## src/rtl/rt_word_loader.sv

```systemverilog
// -----------------------------------------------------------------------------
// rt_word_loader
//
// Captures the r (R mod n) and t (R^2 mod n) word streams produced by the
// Montgomery precompute stage and holds them for the multiplier core.
// The upstream emits words most-significant first, so the write pointer
// counts down from TOTAL_ADDR-1 and the least significant word ends up at
// address 0. n0' is latched together with the first accepted word.
//
// Ports:
//   clk, rst          clock and asynchronous active-high reset
//   start             one-cycle pulse: clear status, arm a new load
//   in_valid          r/t word present this cycle
//   in_r, in_t        r and t words, MSB word first
//   in_n0p            n0', sampled with the first accepted word
//   rd_addr           read word address (0 = least significant word)
//   rd_r, rd_t        registered read data, one cycle after rd_addr
//   n0p               latched n0'
//   busy              high while loading
//   ready             high once all TOTAL_ADDR words are stored
//   ovf               sticky: in_valid seen while ready
//   short_load        sticky: start arrived before a load completed
// -----------------------------------------------------------------------------
module rt_word_loader #(
   parameter int DATA_WIDTH = 32,
   parameter int ADDR_WIDTH = 5
) (
   input  logic                  clk,
   input  logic                  rst,
   input  logic                  start,
   input  logic                  in_valid,
   input  logic [DATA_WIDTH-1:0] in_r,
   input  logic [DATA_WIDTH-1:0] in_t,
   input  logic [DATA_WIDTH-1:0] in_n0p,
   input  logic [ADDR_WIDTH-1:0] rd_addr,
   output logic [DATA_WIDTH-1:0] rd_r,
   output logic [DATA_WIDTH-1:0] rd_t,
   output logic [DATA_WIDTH-1:0] n0p,
   output logic                  busy,
   output logic                  ready,
   output logic                  ovf,
   output logic                  short_load
);

   localparam int TOTAL_ADDR = 2 ** ADDR_WIDTH;

   typedef enum logic [1:0] {
      S_IDLE  = 2'd0,
      S_LOAD  = 2'd1,
      S_READY = 2'd2
   } state_t;

   state_t                  state_q, state_d;
   logic [ADDR_WIDTH-1:0]   cnt_q, cnt_d;
   logic [ADDR_WIDTH-1:0]   wptr_q, wptr_d;
   logic [DATA_WIDTH-1:0]   n0p_q, n0p_d;
   logic [DATA_WIDTH-1:0]   rd_r_q, rd_r_d;
   logic [DATA_WIDTH-1:0]   rd_t_q, rd_t_d;
   logic                    busy_q, busy_d;
   logic                    ready_q, ready_d;
   logic                    ovf_q, ovf_d;
   logic                    short_load_q, short_load_d;
   logic                    wr_en;

   logic [DATA_WIDTH-1:0]   r_mem [TOTAL_ADDR];
   logic [DATA_WIDTH-1:0]   t_mem [TOTAL_ADDR];

   always_comb begin
      // NOTE: every signal gets a default before the case so no path leaves
      // it unassigned; otherwise synthesis would infer a latch.
      state_d      = state_q;
      cnt_d        = cnt_q;
      wptr_d       = wptr_q;
      n0p_d        = n0p_q;
      ovf_d        = ovf_q;
      short_load_d = short_load_q;
      wr_en        = 1'b0;

      // start always re-arms; it takes priority over a word in the same cycle.
      if (start) begin
         state_d      = S_LOAD;
         cnt_d        = '0;
         wptr_d       = '1;
         ovf_d        = 1'b0;
         short_load_d = (state_q == S_LOAD);
      end else begin
         case (state_q)
            S_LOAD: begin
               if (in_valid) begin
                  wr_en  = 1'b1;
                  if (cnt_q == '0) n0p_d = in_n0p;
                  cnt_d  = cnt_q + ADDR_WIDTH'(1);
                  wptr_d = wptr_q - ADDR_WIDTH'(1);
                  // Last word lands at wptr==0, so the pointer never wraps
                  // into live data.
                  if (cnt_q == ADDR_WIDTH'(TOTAL_ADDR - 1)) state_d = S_READY;
               end
            end
            S_READY: begin
               // Absorbs the trailing word the upstream emits after the last one.
               if (in_valid) ovf_d = 1'b1;
            end
            default: ;
         endcase
      end

      // Status flags follow the next state so they are registered, not decoded.
      busy_d  = (state_d == S_LOAD);
      ready_d = (state_d == S_READY);

      rd_r_d  = r_mem[rd_addr];
      rd_t_d  = t_mem[rd_addr];
   end

   always_ff @(posedge clk or posedge rst) begin
      // NOTE: sequential state uses non-blocking assignments so all flops
      // sample their _d values from the same pre-edge snapshot.
      if (rst) begin
         state_q      <= S_IDLE;
         cnt_q        <= '0;
         wptr_q       <= '1;
         n0p_q        <= '0;
         rd_r_q       <= '0;
         rd_t_q       <= '0;
         busy_q       <= 1'b0;
         ready_q      <= 1'b0;
         ovf_q        <= 1'b0;
         short_load_q <= 1'b0;
      end else begin
         state_q      <= state_d;
         cnt_q        <= cnt_d;
         wptr_q       <= wptr_d;
         n0p_q        <= n0p_d;
         rd_r_q       <= rd_r_d;
         rd_t_q       <= rd_t_d;
         busy_q       <= busy_d;
         ready_q      <= ready_d;
         ovf_q        <= ovf_d;
         short_load_q <= short_load_d;
      end
   end

   // NOTE: the word stores carry no reset so they map onto plain RAM; their
   // contents are meaningless until a load has written them.
   always_ff @(posedge clk) begin
      if (wr_en) begin
         r_mem[wptr_q] <= in_r;
         t_mem[wptr_q] <= in_t;
      end
   end

   assign rd_r       = rd_r_q;
   assign rd_t       = rd_t_q;
   assign n0p        = n0p_q;
   assign busy       = busy_q;
   assign ready      = ready_q;
   assign ovf        = ovf_q;
   assign short_load = short_load_q;

endmodule

```

## config.mk

```make
export PLATFORM = sky130hd
export DESIGN_NAME = rt_word_loader
export DESIGN_NICKNAME = d
export VERILOG_FILES = /design/src/rtl/rt_word_loader.sv
export SDC_FILE = /design/constraint.sdc
export NUM_CORES = 2
export LEC_CHECK = 0
export CORE_MARGIN = 2
export CORE_UTILIZATION = 55
export CTS_CLUSTER_DIAMETER = 150
export DETAILED_ROUTE_END_ITERATION = 16
export PLACE_DENSITY = 0.73
export SLEW_MARGIN = 40
export SYNTH_ARGS = -nofsm -noshare
export SYNTH_HDL_FRONTEND = slang
export SYNTH_SLANG_ARGS = --single-unit
```

## constraint.sdc

```tcl
create_clock -name clk -period 7.17 [get_ports clk]
set_input_delay 2.151 -clock clk [delete_from_list [all_inputs] [get_ports clk]]
set_output_delay 2.151 -clock clk [all_outputs]
set_load 0.01 [all_outputs]
```

# --- Word-level counts from Yosys, hierarchy flattened ---
# Memories as Yosys holds them, arrays and structs flattened. A register that Yosys moved wholly into a read port is not among the register bits.
# Index checks and enable logic that the tools add are counted.
word_totals:
  regBits: 48
  input_bits: 105
  memories: 2
  elab_cells: 43
  ram_bits: 2048
  output_inout_bits: 100
memory_table:
  columns: ["name", "words", "width", "rd", "rd_clocked_by_memory_dff", "wr", "line_no", "source"]
  rows:
  - ["r_mem", 32, 32, 1, 1, 1, "65", "logic [DATA_WIDTH-1:0] r_mem [TOTAL_ADDR];"]
  - ["t_mem", 32, 32, 1, 1, 1, "66", "logic [DATA_WIDTH-1:0] t_mem [TOTAL_ADDR];"]
op_classes:
  muxes: 18
  reduce_logical: 7
  n_bitwise: 1
  n_eq_ne: 5
  addsub: 2
ops:
  columns: ["cell", "n"]
  rows:
  - ["5-bit 2-to-1 mux", 6]
  - ["1-bit 2-to-1 mux", 8]
  - ["2-bit 2-to-1 mux", 4]
  - ["2-bit nonzero test", 3]
  - ["5-bit by 1-bit adder with 5-bit output (second input constant)", 1]
  - ["5-bit equality test (second input constant)", 1]
  - ["5-bit logical NOT", 1]
  - ["5-bit by 1-bit subtractor with 5-bit output (second input constant)", 1]
  - ["2-bit by 1-bit equality test with 1-bit output (second input constant)", 2]
  - ["2-bit equality test (second input constant)", 2]
  - ["2-bit AND reduction", 2]
  - ["4-bit AND reduction", 1]
  - ["1-bit inverter", 1]

# --- Depth between registers and ports, before layout ---
depth:
  ltp_word: 6
  depth_mapped: 9
  depth_no_buf: 7

# --- Worst setup path after synthesis ---
# No wires, ideal clock.
synth_timing:
  path_type: "input port to flip-flop"
  from: "in in_valid"
  to: "mem r_mem[12][0] (enable)"
  path_stages: 4
  path_slack_ns: 1.185
  n_path_buf: 0
  t_required_ns: 6.683
  arrival_time_ns: 5.498
  cell_sequence: "nand3b_1 nor2_1 nand2_1 nor2_1"
synth_between:
  elab_chain_len: 5
synth_rtl:
  columns: ["element", "line_no", "source"]
  rows:
  - ["start: declaration", "31", "input logic in_valid,"]
  - ["1-bit 2-to-1 mux", "89", "if (in_valid) begin"]
  - ["1-bit 2-to-1 mux", "87", "case (state_q)"]
  - ["1-bit 2-to-1 mux", "80", "if (start) begin"]
  - ["1-bit 2-to-1 mux", "146", "if (wr_en) begin"]
  - ["1-bit 2-to-1 mux (not written as such)", "147", "r_mem[wptr_q] <= in_r;"]
  - ["end: declaration", "65", null]
# No other way between the ends.

# --- Worst setup path in the final report ---
layout_timing:
  from: "in in_valid"
  to: "mem r_mem[25][10] (enable)"
# Same word-level chain as after synthesis.

==> metrics <==
chip width 389 um; CP Cell Sequence clkdlybuf4s50_1, nand3b_1, nor2_1, nand2_1, nor2_4, buf_12; type of origin of the critical path input port; Post-Route WL 190000 um; Worst Path Max Fanout 47; worst clock skew 0.0536 ns; Worst EP required 7.62 ns; CTS sink count 2160; mux share of post-synthesis cell area 0.184; WL/cell 32.8 um; Final nets 3791; Avg Cell Area, Syn 24.5 sq um; Synthesized Nets 3438; die height 389 um; Setup CP Type input port to flop; final RePlAce weighted congestion 0.770; EDFF count, synth 2048; register area share after synthesis 0.790; Starting Density 0.553; total CTS buffers 205; clock network fraction of total power 0.421; synth warn 0; total grt overflow 0; crit end category flop; Finished Cell Area 0.0934 sq mm; Post-CTS Resized 0; I/O pin total 205; placed wire-length estimate 99600 um; Post-CTS Hold Buffers 0; status finished clean; layout cells sized above 1 0.316; Simple-Gate Fraction of Synth Area 0.00705; main flop type after synthesis edfxtp_1; post-synthesis compound-gate area fraction 0.00788; Vias/cell 6.51; Vias 37715; P_leak 29.8 nW; cell taking the most area after synthesis edfxtp_1; final-report max-slew violation count 0; clock buffer depth 3; Worst EP arrival 5.46 ns; Mapped Cells 3326; total track usage 0.255; Net Sw Frac 0.205; top cells by count, synth edfxtp_1 (2048), mux4_2 (574), mux2_2 (109); CP max stage delay 0.82 ns; Hold Crit Class flop to flop; post-route ant nets 0; Seq cells post-synth 2160; DRT Pass-1 Iters 5; part of the cycle the worst path needs 0.699; ys async rst share 0.0519; vias in the first global route 38639; Seq pwr share 0.527; largest family of logic cells by synthesized area multiplexers; PwrDens 284 mW/mm^2; Synth top area share 0.755; fmax 200 MHz; FP Rows 141; Initial DRC Count 4747; P_int 21.1 mW; clock-pin slew on the worst setup and hold paths 0.06 ns; min cycle time layout 5.01 ns; DRC viols 0; synthesized cell area 0.0814 sq mm; R2R cell count 5; XOR/XNOR share of the synthesized area 0.000430; Syn-to-layout area delta 14.7%; clk_lat worst skew 0.85 ns; PortBufs 204; Max-cap violations 0; maximum level of the CTS H-tree 4; Net Sw Power 5.45 mW; slowest CP cell nor2_4; Root Driver clkbuf_16; final count of negative-setup-slack endpoints 0; Hold Crit Depth 1; count leader, synth edfxtp_1; initial antenna violation count 11; dpl cell area 0.0863 sq mm; total core area 0.147 sq mm; CTS tree built; first-pass GRT wire length 274000 um; number of setup buffers added after CTS 0; Worst slew margin 0.400; Slew @ Worst Pin 0.897 ns; fillers 9291; post-synthesis adder-cell area fraction 0.00108; top cells by area, synth edfxtp_1 (76%), mux4_2 (16%), dfrtp_1 (3.3%); post-synth cell types 46; final setup TNS 0 ns; largest net degree at the start of global routing 81; Fin. Hold Viols 0; Die ar. 0.151 sq mm; RSZ-0062 raised after global routing false; Logic pwr share 0.053; Peak VDD IR 0.251 mV
-- state kept, by name, indices dropped and copies added, names as in the netlist --
name        flops
busy            1
rd_t           32
r_mem        1024
wptr_q          5
cnt_q           5
rd_r           32
ready           1
t_mem        1024
n0p            32
short_load      1
state_q         2
ovf             1
-- power by group through the flow --
stage	sequential [mW]	combinational (mW)	clock (mW)
finish	14.0	1.40	11.2
global route	14.0	1.48	11.8
CTS	14.0	1.41	11.3
detailed placement	14.3	1.40	0
global placement	14.3	1.40	0
floorplan	14.3	0.692	0
-- layout make-up --
type	count	area, sq um	area share
antenna	3	7.51	0.0000804
clock buffer	269	5660	0.0606
clock inverter	117	1380	0.0147
inverter	7	38.8	0.000415
multi-input combinational	987	16500	0.177
sequential	2160	64300	0.689
tap	1930	2410	0.0259
timing repair buffer	318	3070	0.0329
-- critical path, delay by kind of cell --
family	cells	cell delay, ns
AND/OR/NAND/NOR	4	2.23
buffers and inverters	2	1.01
-- kinds of logic after synthesis --
| family | after synthesis |
|---|---|
| compound gates | 89 |
| xor+xnor | 4 |
| fa+ha+maj | 7 |
| buf+inv | 179 |
| flops | 2160 |
| mux | 762 |
| simple gates | 125 |
-- cells in the final DEF, fill, tap and decap left out, types with 9 or more instances in the layout --
cell and n:
mux4_2 574, clkinv_2 40, nor2b_1 9, nor2_4 32, a21oi_1 9, clkbuf_8 18
mux2i_1 76, a221oi_1 11, buf_2 59, clkbuf_16 210, buf_12 32, mux2_2 109
buf_4 74, nand2_1 28, clkinvlp_4 9, bufinv_16 27, dfrtp_1 107, clkbuf_1 41
o21ai_0 12, o22ai_1 22, edfxtp_1 2048, clkinv_1 28, clkdlybuf4s50_1 140, nor2_1 27
-- layer usage --
| metal | vias up | GRT usage | part of all wire |
|---|---|---|---|
| met3 | 312 | 0.0603 | 0.092 |
| met1 | 20348 | 0.355 | 0.39 |
| met2 | 2069 | 0.410 | 0.50 |
| li1 | 14976 | - | - |
| met5 | - | 0.00510 | 0.00031 |
| met4 | 10 | 0.0718 | 0.024 |
-- path summary, 6_finish.rpt --
check                                     startpoint                       to  slack (ns)
min in group asynchronous                        rst       n0p[7]$_DFFE_PP0P_        1.69
max in group asynchronous                        rst       rd_r[18]$_DFF_PP0_        4.33
worst min-delay path             n0p[14]$_DFFE_PP0P_      n0p[14]$_DFFE_PP0P_        0.50
worst max register to register  state_q[1]$_DFF_PP0_  r_mem[25][10]$_DFFE_PP_        3.55
worst min register to register   n0p[14]$_DFFE_PP0P_      n0p[14]$_DFFE_PP0P_        0.50
worst max-delay path                        in_valid  r_mem[25][10]$_DFFE_PP_        2.16
-- per-stage QoR --
stage / std cells / hold WS, ns / util / power (mW) / setup WS, ns
6_report: 5791 / 0.501 / 0.634 / 26.6 / 2.16
5_1_grt: 5789 / 0.519 / 0.634 / 27.3 / 2.01
4_1_cts: 5786 / 0.505 / 0.634 / 26.7 / 2.19
3_5_place_dp: 5400 / 0.492 / 0.586 / 15.7 / 1.31
3_3_place_gp: 5398 / 0.481 / 0.588 / 15.7 / 1.39
2_1_floorplan: 3326 / 0.495 / - / 15.0 / 1.19
(Power assumes the default switching activity.)
